File: src/rtl/regfile_wb_arbiter.sv
// regfile_wb_arbiter: three-way round-robin writeback arbiter with one holding buffer per requester
module regfile_wb_arbiter #(
  parameter int DATA_W = 32,
  parameter int ADDR_W = 5
) (
  input  logic              clk,
  input  logic              rst,
  input  logic [2:0]        in_valid,
  input  logic [ADDR_W-1:0] in_addr0,
  input  logic [ADDR_W-1:0] in_addr1,
  input  logic [ADDR_W-1:0] in_addr2,
  input  logic [DATA_W-1:0] in_data0,
  input  logic [DATA_W-1:0] in_data1,
  input  logic [DATA_W-1:0] in_data2,
  output logic [2:0]        in_ready,
  input  logic              flush,
  output logic              wb_en,
  output logic [1:0]        wb_sel,
  output logic [ADDR_W-1:0] wb_addr,
  output logic [DATA_W-1:0] wb_data,
  output logic [2:0]        pending
);
  logic [ADDR_W-1:0] in_a [3];
  logic [DATA_W-1:0] in_d [3];
  logic [ADDR_W-1:0] addr_q [3];
  logic [DATA_W-1:0] data_q [3];
  logic [1:0]        last_grant, s0, s1, s2, gidx;
  logic [2:0]        gnt, acc, nz;
  logic              gv;
  assign in_a = '{in_addr0, in_addr1, in_addr2};
  assign in_d = '{in_data0, in_data1, in_data2};
  // Search order starts just after the last winner and wraps mod 3
  always_comb begin
    s0 = last_grant == 2'd2 ? 2'd0 : last_grant + 2'd1;
    s1 = s0 == 2'd2 ? 2'd0 : s0 + 2'd1;
    s2 = s1 == 2'd2 ? 2'd0 : s1 + 2'd1;
    gv = |pending;
    gidx = pending[s0] ? s0 : pending[s1] ? s1 : s2;
    gnt = gv ? 3'b001 << gidx : 3'b000;
    nz = {in_addr2 != '0, in_addr1 != '0, in_addr0 != '0};
  end
  assign in_ready = rst ? 3'b111 : (~pending | gnt) & {3{~flush}};
  assign acc = in_valid & in_ready;
  // Holding buffers capture accepted requests; r0 writes are dropped
  always_ff @(posedge clk or posedge rst) begin
    if (rst) begin
      for (int i = 0; i < 3; i++) begin
        addr_q[i] <= '0;
        data_q[i] <= '0;
      end
    end else begin
      for (int i = 0; i < 3; i++)
        if (acc[i] && nz[i]) begin
          addr_q[i] <= in_a[i];
          data_q[i] <= in_d[i];
        end
    end
  end
  // Occupancy, grant pointer and registered write port; flush overrides everything
  always_ff @(posedge clk or posedge rst) begin
    if (rst) begin
      pending    <= '0;
      wb_en      <= 1'b0;
      wb_sel     <= 2'd0;
      wb_addr    <= '0;
      wb_data    <= '0;
      last_grant <= 2'd2;
    end else if (flush) begin
      pending <= '0;
      wb_en   <= 1'b0;
      wb_sel  <= 2'd0;
    end else begin
      pending <= (pending & ~gnt) | (acc & nz);
      wb_en   <= gv;
      wb_sel  <= gv ? gidx : 2'd0;
      if (gv) begin
        wb_addr    <= addr_q[gidx];
        wb_data    <= data_q[gidx];
        last_grant <= gidx;
      end
    end
  end
endmodule
File: config.mk
export PLATFORM = sky130hd
export DESIGN_NAME = regfile_wb_arbiter
export DESIGN_NICKNAME = d
export VERILOG_FILES = /design/src/rtl/regfile_wb_arbiter.sv
export SDC_FILE = /design/constraint.sdc
export NUM_CORES = 1
export LEC_CHECK = 0
export ABC_CLOCK_PERIOD_IN_PS = 6200
export CAP_MARGIN = 25
export CELL_PAD_IN_SITES_DETAIL_PLACEMENT = 1
export CELL_PAD_IN_SITES_GLOBAL_PLACEMENT = 1
export CORE_ASPECT_RATIO = 1.25
export CORE_MARGIN = 1.5
export CORE_UTILIZATION = 40
export DETAILED_ROUTE_END_ITERATION = 7
export PLACE_DENSITY = 0.86
export SLEW_MARGIN = 20
export SYNTH_ARGS = -nofsm -noshare
export SYNTH_HDL_FRONTEND = slang
export SYNTH_SLANG_ARGS = --single-unit
File: constraint.sdc
create_clock -name clk -period 6.2 [get_ports clk]
set_clock_uncertainty 0.1 [all_clocks]
set_input_delay 1.24 -clock clk [delete_from_list [all_inputs] [get_ports clk]]
set_output_delay 1.24 -clock clk [all_outputs]
set_load 0.03 [all_outputs]
Word-level counts from Yosys, hierarchy flattened. Index checks and enable logic that the tools add are counted. W data, S select, Z words.

Register bits after elaboration: 156. Input bits: 117. Output and inout port bits: 46. Logic and storage cells: 61.

$add $sub $neg: 3. Order comparisons: 3. Equal/unequal tests: 3. Shift operators: 1. Multiplexer cells: 21. Bitwise logic cells: 10. Reduce and logical (&&, ||, !) cells: 8.

Operator list (count): $bmux W32 S2 (1); $mux W32 (2); $reduce_bool A5 Y1 (3); $mux W2 (7); $and A3 B3 Y3 (4); $bmux W5 S2 (1); $mux W5 (2); $mux W3 (3); $add A2 B1 Y2 const B (3); $eq A2 B2 Y1 const B (3); $lt A2 B3 Y1 const B (2); $not A3 Y3 (2); $or A3 B3 Y3 (2); $bmux W1 S2 (2); $ge A3 B3 Y1 const B (1); $logic_and A1 B1 Y1 (3); $mux W1 (3); $not A2 Y3 (1); $reduce_or A3 Y1 (1); $shl A1 B2 Y3 const A (1); $reduce_and A2 Y1 (1); $not A1 Y1 (1).

Longest topological paths before layout.
Word-level depth: 17. Mapped depth: 8. Depth with buffers taken out: 5.

Worst setup path before layout. Ideal clock, no wire load.

Path kind: input -> output. From: input port flush. To: output port in_ready[1]. Arrival: 1.781 ns. Slack: 3.079 ns. Cell stages on the path: 3. Buffers on the path: 0. Path through: inv_1 -> a21oi_1 -> inv_1.

Cells in the longest elaborated chain, start to end: 3.

Ends and longest elaborated chain: from (decl) (RTL line 16) `input logic flush,`; $not A1 Y1 (no source line); $and A3 B3 Y3 (RTL line 42) `assign in_ready = rst ? 3'b111 : (~pending | gnt) & {3{~flush}};`; $mux W3 (RTL line 42); to (decl) (RTL line 15) `output logic [2:0] in_ready,`.

Every way passes these cells.

Worst setup path after layout. Same ends and word-level chain as after synthesis.

==> metrics.md <==
| Metric | Value |
|---|---|
| Top Usage Layer GRT | `met2` |
| Most common library cell in the layout ignoring fill and taps | `clkdlybuf4s50_1` |
| Commonest cells after routing, fill and taps aside | `clkdlybuf4s50_1 (162), dfrtp_1 (155), a22oi_1 (74), mux2_4 (59), mux2_2 (50)` |
| Peak supply drop | `around 0.00018 V` |
| Comb pwr share | `29.2%` |
| Port Buffers | `162` |
| Routed vias | `4508` |
| Top cell type's share of synthesized area | `just under 60%` |
| TritonCTS Sinks | `about 160` |
| Net Switching | `1040 uW` |
| Row cnt | `52` |
| Post-synth net total | `569` |
| Setup WS post-layout | `1800 ps` |
| Root Driver | `clkbuf_16` |
| CTS resizes | `0` |
| DP HPWL | `12300 um` |
| CP cell instances | `clkdlybuf4s50_1 > inv_1 > a21oi_1 > inv_1 > clkdlybuf4s50_1` |
| Worst-Margin Slew | `947 ps` |
| CTS Buf Count | `17` |
| Antenna Nets Post-Route | `0` |
| YS warnings | `0` |
| Sequential share of power | `41.2%` |
| Total placed cells including tap cells | `805` |
| Hold Fails Final Rpt | `0` |
| End-of-flow core utilization | `55.4%` |
| Initial antenna violation count | `0` |
| Worst Setup Start Kind | `input port` |
| Slew HR | `36.9%` |
| Total design power | `3300 uW` |
| Switch share | `between 30% and 40%` |
| Period utilization | `71.0%` |
| Seq/Total Area, Yosys | `a little under 60%` |
| N_diodes | `0` |
| Leakage | `~0.0038 uW` |
| First-pass GRT wire length | `29200 um` |
| Die area | `roughly 17000 um2` |
| H-tree lvl count | `4` |
| Avg Cell Area, Syn | `14.7 um2` |
| Post-synthesis cell count | `452` |
| Worst r2r src | `last_grant[1]` |
| Top Ports | `163` |
| Total GRT Usage | `22.0%` |
| Unique cell type count in the Yosys netlist | `31` |
| Worst hold path class | `flip-flop to flip-flop` |
| Synth area leaders | `dfrtp_1 (58%), mux2_4 (13%), mux2_2 (8.5%)` |
| Reg clk slew, reported paths | `60 ps` |
| CP Buf/Inv Count | `4` |
| F_max | `0.227 GHz` |
| Post-DR vias/cell | `5.38` |
| Hold Startpoint | `addr_q[6]` |
| Vias in the first global route | `between 5000 and 6000` |
| Detailed Routing Iterations Pass 1 | `4` |
| Setup TNS | `0 ps` |
| Core footprint | `around 16000 um2` |
| Post-route DRC violation count | `0` |
| CP Launch Point | `flush` |
| Die Wd | `around 120 um` |
| TritonCTS clock tree | `yes` |
| Detailed Route WL | `roughly 18000 um` |
| WL/cell | `21.9 um` |
| Critical path class | `input port to output port` |
| Final setup fails | `0` |
| Placer Congestion | `0.790` |
| Met3 Use GR | `4.46%` |
| Post-layout min period | `~4400 ps` |
| Int Power | `between 2000 and 2500 uW` |
| Max incr delay on CP | `around 620 ps` |
| Synth-to-layout area growth | `35.2%` |
| Die Y-Extent | `147 um` |
| Pwr Density | `368 nW/um2` |
| Clock power share | `29.6%` |
| Status | `completed` |
| Fillers | `1569` |
| CTS Buffer Depth | `2` |
| Max-cap violation count | `0` |
| Met2 Usage GRT | `around two fifths` |
| Congestion Overflow GR | `0` |
| Layout net count | `726` |
| Synthesized flop and latch total | `156` |
| Largest fanout on the critical path | `5` |
| Later-pin clock latency in the skew report | `420 ps` |
| Layout Cells excl Fill | `838` |
| Critical path's top delay family | `buffers and inverters` |
| Setup Buffers After CTS | `0` |
| Worst EP arrival | `3060 ps` |
| Setup crit end kind | `output port` |
| Slowest cell on crit path | `clkdlybuf4s50_1` |
| Share of layout cells above drive strength 1 | `25.7%` |
| Hold_buf cts | `0` |
| Slew Viols, Final | `0` |
| Met1 usage | `26.4%` |
| Data required, critical path | `4860 ps` |
| Pre-CTS setup slack | `1820 ps` |
| Initial Util | `between 40% and 50%` |
| Initial DRC count | `195` |
| RSZ-0062 raised after global routing | `no` |
| Area of the mapped netlist | `6640 um2` |
| Yosys top cell by area | `dfrtp_1` |
| Largest net degree at the start of global routing | `between 100 and 150` |
layer usage:
layer / up-vias / wire [um]
li1: 2001 / -
met1: 2342 / 7590
met2: 139 / 9640
met3: 26 / 778
met4: 0 / 371
met5: - / 0
registers in the layout, summed over array words and instances (netlist names):
| register | count |
|---|---|
| wb_addr | 5 |
| pending | 3 |
| data_q | 96 |
| addr_q | 15 |
| wb_sel | 2 |
| wb_en | 1 |
| wb_data | 32 |
| last_grant | 2 |
per-stage QoR:
step	hold slack [ps]	instance area (um2)
finish	405	8980
detailed placement	394	8390
floorplan	367	6640
global placement	381	8340
global route	420	8980
CTS	408	8950
cell usage after synthesis:
library cell and n:
buf_4 4, nor2b_4 1, buf_12 4, mux2_4 59
dfrtp_1 155, o21ai_0 34, clkbuf_1 14, o21ai_1 5
and3_1 1, a22oi_1 74, o21ai_2 2, nor3_1 1
a211o_1 1, inv_1 7, nand2b_2 1, nand2_1 1
or4_1 4, or2_1 1, buf_2 3, mux2_2 50
o22ai_1 3, a32o_1 1, nand2b_1 3, dfstp_2 1
and2_1 1, a21oi_1 6, nor2_4 1, o221ai_2 1
nand3_1 1, buf_6 7, a21o_1 5
layout make-up:
cell class                 count  area (um2)  area share, %
inverter                       7        33.8          0.376
clock buffer                  20         457           5.09
multi-input combinational    257        2480           27.6
sequential                   156        3910           43.5
tap                          216         270           3.01
clock inverter                12        97.6           1.09
timing repair buffer         170        1740           19.3
final timing paths:
kind | to | slack [ps] | cells past startpoint
worst max-delay path | in_ready[1] | 1800 | 5
worst min-delay path | wb_addr[1] | 410 | 2
worst min register to register | wb_addr[1] | 410 | 2
max in group asynchronous | data_q[2] | 3640 | 3
min in group asynchronous | data_q[93] | 1360 | 2
worst max register to register | data_q[47] | 3290 | 6
power by group through the flow:
stage | logic (uW) | clock network (uW) | registers, uW
final | 966 | 978 | 1360
after detailed placement | 967 | 0 | 1370
after floorplan | 405 | 0 | 1510
after CTS | 976 | 999 | 1360
after global placement | 908 | 0 | 1350
after global routing | 1030 | 1040 | 1380
cell families (layout without fill, tap and decap cells):
family          Yosys count  in the layout  synth area share [%]
simple gates             16             16                  1.73
compound gates          132            132                  13.4
flops                   156            156                  58.8
buf+inv                  39            209                  4.26
mux                     109            109                  21.8
worst min-delay path, delay by kind of cell (launching register included):
kind,cells,cell delay [ps]
flops,1,340
compound gates,2,130
(Power assumes the default switching activity.)
